--- src/rtl/riscv_alu_exec.sv ---
// Execute unit for ALU ops with valid/ready handshakes; shifts iterate one bit per cycle.
// Define RISCV_ALU_EXEC_FAST_SHIFT_EN to use a single-cycle barrel shifter instead.
module riscv_alu_exec #(
   parameter int unsigned XLEN    = 32,
   parameter int unsigned SHAMT_W = 5
) (
   input  logic                clk,
   input  logic                rst_n,
   input  logic                in_valid,
   output logic                in_ready,
   input  logic [3:0]          alu_ctrl,
   input  logic [XLEN-1:0]     op_a,
   input  logic [XLEN-1:0]     op_b,
   output logic                out_valid,
   input  logic                out_ready,
   output logic [XLEN-1:0]     result,
   output logic                zero,
   output logic                illegal
);

   localparam logic [3:0] CtrlAdd = 4'b0000;
   localparam logic [3:0] CtrlSub = 4'b0001;
   localparam logic [3:0] CtrlAnd = 4'b0010;
   localparam logic [3:0] CtrlOr  = 4'b0011;
   localparam logic [3:0] CtrlSll = 4'b0101;
   localparam logic [3:0] CtrlSrl = 4'b0110;
   localparam logic [3:0] CtrlSra = 4'b0111;
   localparam logic [3:0] CtrlSlt = 4'b1000;

   typedef enum logic [1:0] {StIdle, StShift, StDone} state_e;

   state_e            state_q, state_d;
   logic [XLEN-1:0]   result_q, result_d;
   logic              zero_q, zero_d;
   logic              illegal_q, illegal_d;
   logic [SHAMT_W-1:0] shamt;
   logic              accept;

`ifndef RISCV_ALU_EXEC_FAST_SHIFT_EN
   typedef enum logic [1:0] {ShSll, ShSrl, ShSra} shift_e;

   shift_e             kind_q, kind_d;
   logic [SHAMT_W-1:0] count_q, count_d;
   logic [XLEN-1:0]    shift_one;

   // Single-bit step of the iterative shifter; result_q doubles as the working register.
   always_comb begin
      shift_one = result_q;
      unique case (kind_q)
         ShSll:   shift_one = {result_q[XLEN-2:0], 1'b0};
         ShSrl:   shift_one = {1'b0, result_q[XLEN-1:1]};
         ShSra:   shift_one = {result_q[XLEN-1], result_q[XLEN-1:1]};
         default: shift_one = result_q;
      endcase
   end
`endif

   assign shamt     = op_b[SHAMT_W-1:0];
   // Gated with rst_n so nothing is accepted while reset is held.
   assign in_ready  = (state_q == StIdle) && rst_n;
   assign accept    = in_valid && in_ready;
   assign out_valid = (state_q == StDone);
   assign result    = result_q;
   assign zero      = zero_q;
   assign illegal   = illegal_q;

   always_comb begin
      state_d   = state_q;
      result_d  = result_q;
      zero_d    = zero_q;
      illegal_d = illegal_q;
`ifndef RISCV_ALU_EXEC_FAST_SHIFT_EN
      kind_d    = kind_q;
      count_d   = count_q;
`endif
      unique case (state_q)
         StIdle: begin
            if (accept) begin
               state_d   = StDone;
               illegal_d = 1'b0;
               case (alu_ctrl)
                  CtrlAdd: result_d = op_a + op_b;
                  CtrlSub: result_d = op_a - op_b;
                  CtrlAnd: result_d = op_a & op_b;
                  CtrlOr:  result_d = op_a | op_b;
                  CtrlSlt: result_d = {{(XLEN-1){1'b0}}, ($signed(op_a) < $signed(op_b))};
`ifdef RISCV_ALU_EXEC_FAST_SHIFT_EN
                  CtrlSll: result_d = op_a << shamt;
                  CtrlSrl: result_d = op_a >> shamt;
                  CtrlSra: result_d = XLEN'($signed(op_a) >>> shamt);
`else
                  CtrlSll, CtrlSrl, CtrlSra: begin
                     result_d = op_a;
                     count_d  = shamt;
                     kind_d   = (alu_ctrl == CtrlSll) ? ShSll :
                                (alu_ctrl == CtrlSrl) ? ShSrl : ShSra;
                     if (shamt != '0) begin
                        state_d = StShift;
                     end
                  end
`endif
                  default: begin
                     result_d  = '0;
                     illegal_d = 1'b1;
                  end
               endcase
               zero_d = (result_d == '0);
            end
         end
         StShift: begin
`ifndef RISCV_ALU_EXEC_FAST_SHIFT_EN
            result_d = shift_one;
            count_d  = count_q - SHAMT_W'(1);
            if (count_q == SHAMT_W'(1)) begin
               state_d = StDone;
               zero_d  = (shift_one == '0);
            end
`else
            state_d = StIdle;
`endif
         end
         StDone: begin
            if (out_ready) begin
               state_d = StIdle;
            end
         end
         default: state_d = StIdle;
      endcase
   end

   always_ff @(posedge clk) begin
      if (!rst_n) begin
         state_q   <= StIdle;
         result_q  <= '0;
         zero_q    <= 1'b0;
         illegal_q <= 1'b0;
`ifndef RISCV_ALU_EXEC_FAST_SHIFT_EN
         kind_q    <= ShSll;
         count_q   <= '0;
`endif
      end else begin
         state_q   <= state_d;
         result_q  <= result_d;
         zero_q    <= zero_d;
         illegal_q <= illegal_d;
`ifndef RISCV_ALU_EXEC_FAST_SHIFT_EN
         kind_q    <= kind_d;
         count_q   <= count_d;
`endif
      end
   end

endmodule

--- config.mk ---
export PLATFORM = sky130hd
export DESIGN_NAME = riscv_alu_exec
export DESIGN_NICKNAME = d
export VERILOG_FILES = /design/src/rtl/riscv_alu_exec.sv
export SDC_FILE = /design/constraint.sdc
export NUM_CORES = 1
export LEC_CHECK = 0
export ABC_CLOCK_PERIOD_IN_PS = 3900
export BUFFER_PORTS_ARGS = -buffer_cell sky130_fd_sc_hd__buf_4
export CAP_MARGIN = 20
export CORE_UTILIZATION = 55
export CTS_CLUSTER_SIZE = 24
export DETAILED_ROUTE_END_ITERATION = 12
export PLACE_DENSITY = 0.79
export SYNTH_ARGS = -nofsm -noshare
export SYNTH_HDL_FRONTEND = slang
export SYNTH_SLANG_ARGS = --single-unit
--- constraint.sdc ---
create_clock -name clk -period 3.9 [get_ports clk]
set_input_delay 0.585 -clock clk [delete_from_list [all_inputs] [get_ports clk]]
set_output_delay 0.585 -clock clk [all_outputs]
set_load 0.005 [all_outputs]
# Word-level counts from Yosys, hierarchy flattened
# Cells that the tools add are included.
# Widths: inputs -> output; s select.
[totals]
latch_bits = 0
mem_count = 0
wordCells = 66
reg_bits = 43
output_inout_bits = 36
in_bits = 72
mem_bits_rw = 0
rom_bits = 0
[op_classes]
addsub = 3
n_reduce_logical = 17
n_bitwise = 2
n_mul = 0
n_eq_ne = 16
order_cmp = 1
shifts = 0
div_mod_pow = 0
n_mux = 21
[ops]
columns = ["op", "count"]
rows = [
  ["$pmux 32 s6", 1],
  ["$mux 32", 3],
  ["$pmux 32 s3", 1],
  ["$logic_not 32->1", 2],
  ["$pmux 32 s2", 1],
  ["$add 32x32->32", 1],
  ["$and 32x32->32", 1],
  ["$lt 32x32->1", 1],
  ["$or 32x32->32", 1],
  ["$sub 32x32->32", 1],
  ["$mux 2", 7],
  ["$eq 4x3->1 const B", 3],
  ["$reduce_and 3->1", 4],
  ["$mux 5", 2],
  ["$pmux 5 s2", 1],
  ["$eq 4x2->1 const B", 2],
  ["$reduce_or 8->1", 1],
  ["$pmux 2 s3", 1],
  ["$eq 5x1->1 const B", 1],
  ["$reduce_bool 5->1", 1],
  ["$sub 5x1->5 const B", 1],
  ["$eq 2x1->1 const B", 2],
  ["$eq 2x2->1 const B", 2],
  ["$eq 4x1->1 const B", 1],
  ["11 further kinds", 18],
]

# Logic depth before layout (Yosys ltp)
# Gate-level depths: netlist of the first run.
[logic_depth]
ltp_word = 8
ltp_mapped = 16
depth_no_buf = 16

# Least setup slack after synthesis of the first run
# OpenSTA, ideal clock, no wires.
[synth_path]
path_kind = "in2reg"
startpoint = "input op_a[0]"
endpoint = "register zero_q, in the netlist zero"
slack_ns = 0.246
path_buffers = 0
setup_time_ns = 0.096
path_stages = 14
t_arrival_ns = 3.558
required_time_ns = 3.804
path_cell_list = "ha_1 fa_1 a21oi_2 o21ai_2 a21oi_4 o21ai_2 a221o_1 a221o_1 nor4_2 nand4b_1 or3_1 nor4_2 nand4_1 o41ai_2"
[synth_between]
elab_chain_cells = 7
elab_cells_between_ends = 11
classes_between = "add/sub: 2; order compare: 1; mux: 5; bitwise: 2; reduce/logical: 1"
[synth_rtl]
columns = ["element", "line_no", "source"]
rows = [
  ["start: declaration", "12", "input logic [XLEN-1:0] op_a,"],
  ["$sub 32x32->32 (tied with other cells)", "83", "CtrlSub: result_d = op_a - op_b;"],
  ["$pmux 32 s6 *", "81", "case (alu_ctrl)"],
  ["$mux 32 *", "78", "if (accept) begin"],
  ["$mux 32 *", "76", "unique case (state_q)"],
  ["$logic_not 32->1 *", "107", "zero_d = (result_d == '0);"],
  ["$mux 1 *", "78", ""],
  ["$pmux 1 s2 *", "76", ""],
  ["end signal: assignment", "144", "zero_q <= zero_d;"],
  ["end: declaration", "34", "logic zero_q, zero_d;"],
]
# Every way passes the cells marked *; elsewhere a longest branch is shown, timed or not. The select of a mux whose other input is x is not followed.
# A chain may end at the register's enable or synchronous reset.

# Worst setup path after layout of the first run
# Ends and elaborated chain as after synthesis.

==> results of run 1 <==
==> layer usage <==
layer | wire (µm) | share of wire
met1 | 12800 | 0.42
met5 | 0 | 0
met3 | 2610 | 0.086
met4 | 1480 | 0.049
met2 | 13400 | 0.44
==> cell families after synthesis <==
group                    count (synthesis)
buffers and inverters                  200
multiplexers                            17
AND/OR/NAND/NOR                        384
adder cells (fa/ha/maj)                107
XOR/XNOR                                11
AO/OA/AOI/OAI                          458
flip-flops                              43
==> worst reg2reg max path, delay by kind of cell (launching register included) <==
| family | cells | cell delay [ns] |
|---|---|---|
| simple gates | 8 | 1.99 |
| flops | 1 | 0.39 |
| compound gates | 3 | 0.69 |
==> power by group through the flow <==
stage               sequential, mW  combinational (mW)  clock [mW]
finish                       0.492                1.21       0.479
CTS                          0.490                1.17       0.478
global route                 0.495                1.30       0.498
global placement             0.499                1.15           0
floorplan                    0.487               0.706           0
detailed placement           0.500                1.17           0
==> cells in the mapped netlist, types with 11 or more instances <==
| cell type | count |
|---|---|
| dfxtp_1 | 43 |
| a21oi_1 | 115 |
| and3_1 | 11 |
| o31ai_1 | 13 |
| nor3_1 | 27 |
| a222oi_1 | 22 |
| a221oi_1 | 21 |
| nor2_1 | 95 |
| o32ai_1 | 14 |
| o211ai_1 | 15 |
| a21o_1 | 14 |
| nor2b_1 | 58 |
| inv_1 | 97 |
| nand2b_1 | 22 |
| nand2_1 | 75 |
| and2_1 | 12 |
| o21ai_0 | 50 |
| ha_1 | 105 |
| clkbuf_1 | 60 |
| a211oi_1 | 36 |
| mux2i_1 | 15 |
| a22oi_1 | 18 |
| buf_2 | 13 |
| a31oi_1 | 23 |
| o21ai_1 | 12 |
| nand3_1 | 21 |
==> worst max-delay path by stage <==
stage,end,from,slack [ns],cells past startpoint
after floorplan,zero,op_a[0],0.25,14
after global placement,zero,op_a[2],-0.14,15
after detailed placement,zero,op_a[2],-0.21,15
after CTS,zero,op_a[2],0.09,15
after global routing,zero,op_a[0],-0.17,16
final,zero,op_a[0],0.06,16
==> stage by stage <==
stage	setup WS, ns	TNS, ns	utilization	instance area [µm²]
5_1_grt	-0.168	-0.168	0.686	10500
2_1_floorplan	0.246	0	-	8650
3_3_place_gp	-0.145	-0.145	0.673	10300
4_1_cts	0.0860	0	0.684	10400
6_report	0.0563	0	0.686	10500
3_5_place_dp	-0.209	-0.209	0.673	10300
==> registers in the layout (all words and copies together) (netlist names) <==
| signal | cells |
|---|---|
| zero | 1 |
| kind_q | 2 |
| result | 32 |
| count_q | 5 |
| state_q | 2 |
| illegal | 1 |
==> final cells by class <==
cell class	count	area, µm²	share of cell area
well taps	211	264	0.0252
inverters	103	387	0.0370
repair buffers	242	1820	0.174
flip-flops and latches	43	866	0.0828
multi-input cells	977	6960	0.665
clock inverters	3	43.8	0.00419
clock buffers	5	125	0.0120
==> timing repair <==
item | CTS | global route
hold buffers | 0 | 0
setup endpoints to repair | 0 | 1
gates resized for setup | 0 | 5
==> results.md, run 1 <==
* Static Leakage at 4.64 nW
* Num CTS Buffers at 5
* H-tree depth at 2
* Seq pwr share at 0.226
* Crit path capture type: flop
* Worst EP arrival at 4.04 ns
* Combinational share of power at 0.554
* Drt wl/cell at 19.2 µm
* Root Driver: clkbuf_16
* Buf/Inv on CP at 2
* IO buf count at 107
* Global Route met3 Usage at 0.0498
* WL final at 30300 µm
* Post-synth EDFFs at 0
* Row count at 45
* Startpoint class of the critical path: input pin
* Area share of fa/ha/maj cells after synthesis at 0.157
* Worst-path cell chain: buf_4 > ha_1 > fa_1 > a21oi_2 > o21ai_2 > buf_4 > a31oi_1 > o221ai_1 > a221oi_2 > o21ai_1 > nor4_2 > nand4b_1 > or3_1 > nor4_2 > nand4_1 > o41ai_2
* Syn_nets at 1399
* Worst-path maximum fanout at 3
* Max_cap viols at 0
* Net switching power at 0.893 mW
* Max_slew headroom at 0.427
* Placer Congestion at 1.03
* Area share of xor/xnor cells in the synthesized design at 0.0111
* Hold depth at 2
* Worst reg2reg setup slack at 0.75 ns
* Hold WC Path Type: reg -> reg
* Diode count at 0
* Final setup vio count at 0
* Clock power share at 0.220
* Minimum clock period at 3.84 ns
* Die Span Y at 127 µm
* RR Endpoint: zero
* Fin nets at 1551
* Pwr dens at 208 nW/µm²
* Non-filler cells, final at 1584
* Post-synth cell types at 92
* Synth async-reset ratio at 0
* First-pass GRT wire length at 47200 µm
* Post-synthesis mux area share at 0.0200
* Clk Latency, worst-skew pair at 0.29 ns
* Crit-path leading delay family: compound AO/OA/AOI/OAI gates
* Switching part of the total at 0.410
* Status: finished, final reports clean
* Vias in the first global route at 9308
* Drt pass-1 iters at 7
* CP max stage delay at 0.41 ns
* Sequential area share after synthesis at 0.0995
* Initial DRC count at 1229
* Initial Utilization at 0.567
* DRC viols at 0
* Worst Path Required at 4.09 ns
* Slew Viols, Final at 0
* Commonest non-fill, non-tap cell in the layout: buf_4
* Routed vias at 10200
* Filler Cell Count at 1376
* Die Area at 16200 µm²
* Cell area after synthesis at 8650 µm²
* CTS tree: done
* HP Start: illegal
* Largest family of logic cells by synthesized area: compound AO/OA/AOI/OAI gates
* Postcts setup bufs at 0
* Fmax at 260 MHz
* Biggest area consumer among synthesized cells: ha_1
* Total Power at 2.18 mW
* Syn Inst Count at 1220
* Top post-synthesis cells by area: ha_1, dfxtp_1, a21oi_1
* Avg Vias per Cell at 6.47
* DP HPWL at 23600 µm
* Die W at 127 µm
* Yosys warnings at 0
* Synth Flop Type: dfxtp_1
* Worst reg2reg path depth at 11
* R2r startpoint: state_q[1]
* Compound-cell area share of the yosys netlist at 0.380
* Most Crowded Layer GR: met2
* Initial antenna violation count at 0
* FF+latch count, synth at 43
* Clock-pin slew on the worst setup and hold paths at 0.06 ns
* Clock Path Buffers at 2
* Fin. Hold Viols at 0
* Final period utilization at 0.986
* M1 GR Usage at 0.472
* DP Cell Count at 1576
* Most frequent cells in the layout: buf_4, a21oi_1, ha_1
* Tot GR Track Use at 0.363
* Setup Crit Path Kind: in -> reg
* Worst Hold Endpoint: illegal
* Routing usage on met2 at 0.588
* Antenna Nets Post-Route at 0
* RSZ-0062 raised after global routing: true
* Post-synth top area share at 0.152
* Mapped Avg Cell Area at 7.09 µm²
* Core area at 15300 µm²
* P_int at 1.29 mW
* VDD IR max at 0.000163 V
* CTS Sinks at 43
* Worst hold slack at 0.521 ns
* Slowest-stage cell, CP: fa_1
* Fraction of layout cells with a size suffix above 1 at 0.221
* Largest net degree at the start of global routing at 92
* Grt ovf at 0
* Area Overhead vs Synth at 21.0%
* IO Pins at 108
* Least-Margin Pin Slew at 0.859 ns
* Layout Skew at 0.00441 ns
* Simple-Gate Fraction of Synth Area at 0.233
(Power assumes the default switching activity.)
==> inputs of run 2 (changes only) <==
--- a/config.mk
+++ b/config.mk
@@ -8,10 +8,12 @@
 export ABC_CLOCK_PERIOD_IN_PS = 3900
 export BUFFER_PORTS_ARGS = -buffer_cell sky130_fd_sc_hd__buf_4
 export CAP_MARGIN = 20
-export CORE_UTILIZATION = 55
+export CELL_PAD_IN_SITES_DETAIL_PLACEMENT = 0
+export CELL_PAD_IN_SITES_GLOBAL_PLACEMENT = 1
+export CORE_UTILIZATION = 40
 export CTS_CLUSTER_SIZE = 24
 export DETAILED_ROUTE_END_ITERATION = 12
-export PLACE_DENSITY = 0.79
+export PLACE_DENSITY_LB_ADDON = 0.1
 export SYNTH_ARGS = -nofsm -noshare
 export SYNTH_HDL_FRONTEND = slang
 export SYNTH_SLANG_ARGS = --single-unit
==> run 2 against run 1 <==
Effect of this change: clock skew increased by 0.0023 ns; worst setup slack gained 0.037 ns; global-route usage down 6.7 points; clock power decreased by 9.6%; fmax up 0.98%; critical path depth shrank 1; clock-buffer cell count stayed put.
==> results.md, run 2 (synthesized netlist as in run 1, its figures left out) <==
* Status: finished, final reports clean
* Worst reg2reg setup slack at 0.78 ns (+0.03 ns)
* Worst EP arrival at 4.00 ns (-0.04 ns)
* Max_cap viols at 0 (unchanged)
* Fraction of layout cells with a size suffix above 1 at 0.275 (+0.0543)
* Clk Latency, worst-skew pair at 0.29 ns (about the same)
* Grt ovf at 0 (unchanged)
* Vias in the first global route at 9388 (+0.86%)
* Tot GR Track Use at 0.296 (-0.0674)
* Worst Path Required at 4.10 ns (about the same)
* Row count at 53 (+18%)
* Drt pass-1 iters at 5 (-2)
* DP HPWL at 26000 µm (+10%)
* H-tree depth at 2 (unchanged)
* CTS Sinks at 43 (unchanged)
* Layout Skew at 0.00667 ns (+0.00225 ns)
* Most Crowded Layer GR: met2
* Max_slew headroom at 0.393 (-0.0344)
* Routed vias at 10200 (-0.43%)
* Worst hold slack at 0.531 ns (+0.0100 ns)
* Initial Utilization at 0.410 (-0.157)
* Clock Path Buffers at 2 (unchanged)
* Die Area at 22200 µm² (+37%)
* IO buf count at 107 (unchanged)
* Fmax at 263 MHz (+0.98%)
* Total Power at 2.25 mW (+3.4%)
* VDD IR max at 0.000141 V (-14%)
* HP Start: illegal
* Static Leakage at 4.94 nW (+6.4%)
* Max reg flops at 32 (unchanged)
* Worst reg2reg path depth at 11 (unchanged)
* Die W at 149 µm (+17%)
* Setup_tns at 0 ns (unchanged)
* Hold depth at 2 (unchanged)
* Avg Vias per Cell at 5.99 (-7.4%)
* Initial antenna violation count at 0 (unchanged)
* First-pass GRT wire length at 51800 µm (+9.7%)
* DRC viols at 0 (unchanged)
* Initial DRC count at 977 (-21%)
* Commonest non-fill, non-tap cell in the layout: buf_4
* Largest net degree at the start of global routing at 99 (+7.6%)
* Root Driver: clkbuf_16
* Fin nets at 1607 (+3.6%)
* Filler Cell Count at 2126 (+55%)
* R2r startpoint: state_q[0]
* M1 GR Usage at 0.426 (-0.0462)
* Clock-pin slew on the worst setup and hold paths at 0.07 ns (about the same)
* Drt wl/cell at 19.6 µm (+2.5%)
* RR Endpoint: zero
* Pwr dens at 201 nW/µm² (-3.7%)
* Startpoint class of the critical path: input pin
* Most frequent cells in the layout: buf_4, a21oi_1, ha_1
* Post-CTS Hold Buffers at 0 (unchanged)
* Core area at 21100 µm² (+38%)
* Final setup vio count at 0 (unchanged)
* IO Pins at 108 (unchanged)
* Setup Crit Path Kind: in -> reg
* Area Overhead vs Synth at 29.9%
* Antenna Nets Post-Route at 0 (unchanged)
* Placer Congestion at 0.949 (-7.9%)
* Diode count at 0 (unchanged)
* Global Route met3 Usage at 0.0113 (-0.0385)
* Worst Hold Endpoint: illegal
* Hold WC Path Type: reg -> reg
* Crit path capture type: flop
* Least-Margin Pin Slew at 0.911 ns (+0.0516 ns)
* Num CTS Buffers at 5 (unchanged)
* Slew Viols, Final at 0 (unchanged)
* Fin. Hold Viols at 0 (unchanged)
* CTS tree: done
* Routing usage on met2 at 0.479 (-0.109)
* Die Span Y at 149 µm (+17%)
* Minimum clock period at 3.81 ns (-0.0374 ns)
* Final period utilization at 0.976 (-0.00959)
* WL final at 33500 µm (+10%)
* Worst-path maximum fanout at 4 (+1)
==> run 2: what timing repair did <==
item	CTS	global route
resized for setup	0	53
setup buffers	0	7
setup endpoints to repair	0	1
==> run 2: worst max-delay path: stages <==
cell and delay, ns:
buf_4 0.10, inv_1 0.04, ha_1 0.32, a21oi_2 0.16
o21ai_1 0.15, and3_1 0.21, a211o_2 0.29, a211o_1 0.35
a211oi_4 0.37, o221a_1 0.24, o21ai_1 0.11, or3b_4 0.43
nor4_4 0.21, nand4_1 0.13, o41ai_2 0.28
==> run 2: cell type report <==
class / instances / area [µm²] / share of cell area
clock buffers: 5 / 125 / 0.0111
clock inverters: 3 / 25.0 / 0.00223
flip-flops and latches: 43 / 866 / 0.0771
well taps: 275 / 344 / 0.0306
repair buffers: 298 / 2270 / 0.202
inverters: 103 / 389 / 0.0346
multi-input cells: 977 / 7220 / 0.643
==> run 2: power breakdown <==
part	switching [mW]	internal [mW]
logic	0.725	0.604
clock network	0.193	0.240
registers	0.0354	0.457
total	0.954	1.30
==> run 2: worst max-delay path by stage <==
stage	cells past startpoint	to	from	slack (ns)
2_1_floorplan	14	zero	op_a[0]	0.25
6_report	15	zero	op_a[6]	0.09
3_5_place_dp	15	zero	op_a[0]	-0.13
3_3_place_gp	17	zero	op_a[0]	-0.11
4_1_cts	16	zero	op_b[4]	0.17
5_1_grt	18	zero	op_a[0]	-0.07
==> run 2: through the flow <==
| stage | instance area (µm²) | utilization | worst slack [ns] | instances |
|---|---|---|---|---|
| 6_report | 11200 | 0.533 | 0.0937 | 1704 |
| 5_1_grt | 11200 | 0.533 | -0.0739 | 1704 |
| 4_1_cts | 10900 | 0.517 | 0.166 | 1698 |
| 3_5_place_dp | 10800 | 0.510 | -0.125 | 1690 |
| 3_3_place_gp | 10800 | 0.510 | -0.110 | 1690 |
| 2_1_floorplan | 8650 | - | 0.246 | 1220 |
==> run 2: metal layers <==
layer  share of wire  vias up  wire length, µm
met2            0.45      378            15200
met1            0.46     4810            15400
met3           0.061       49             2050
li1                -     4968                -
met4           0.023        0              777
met5               0        -                0
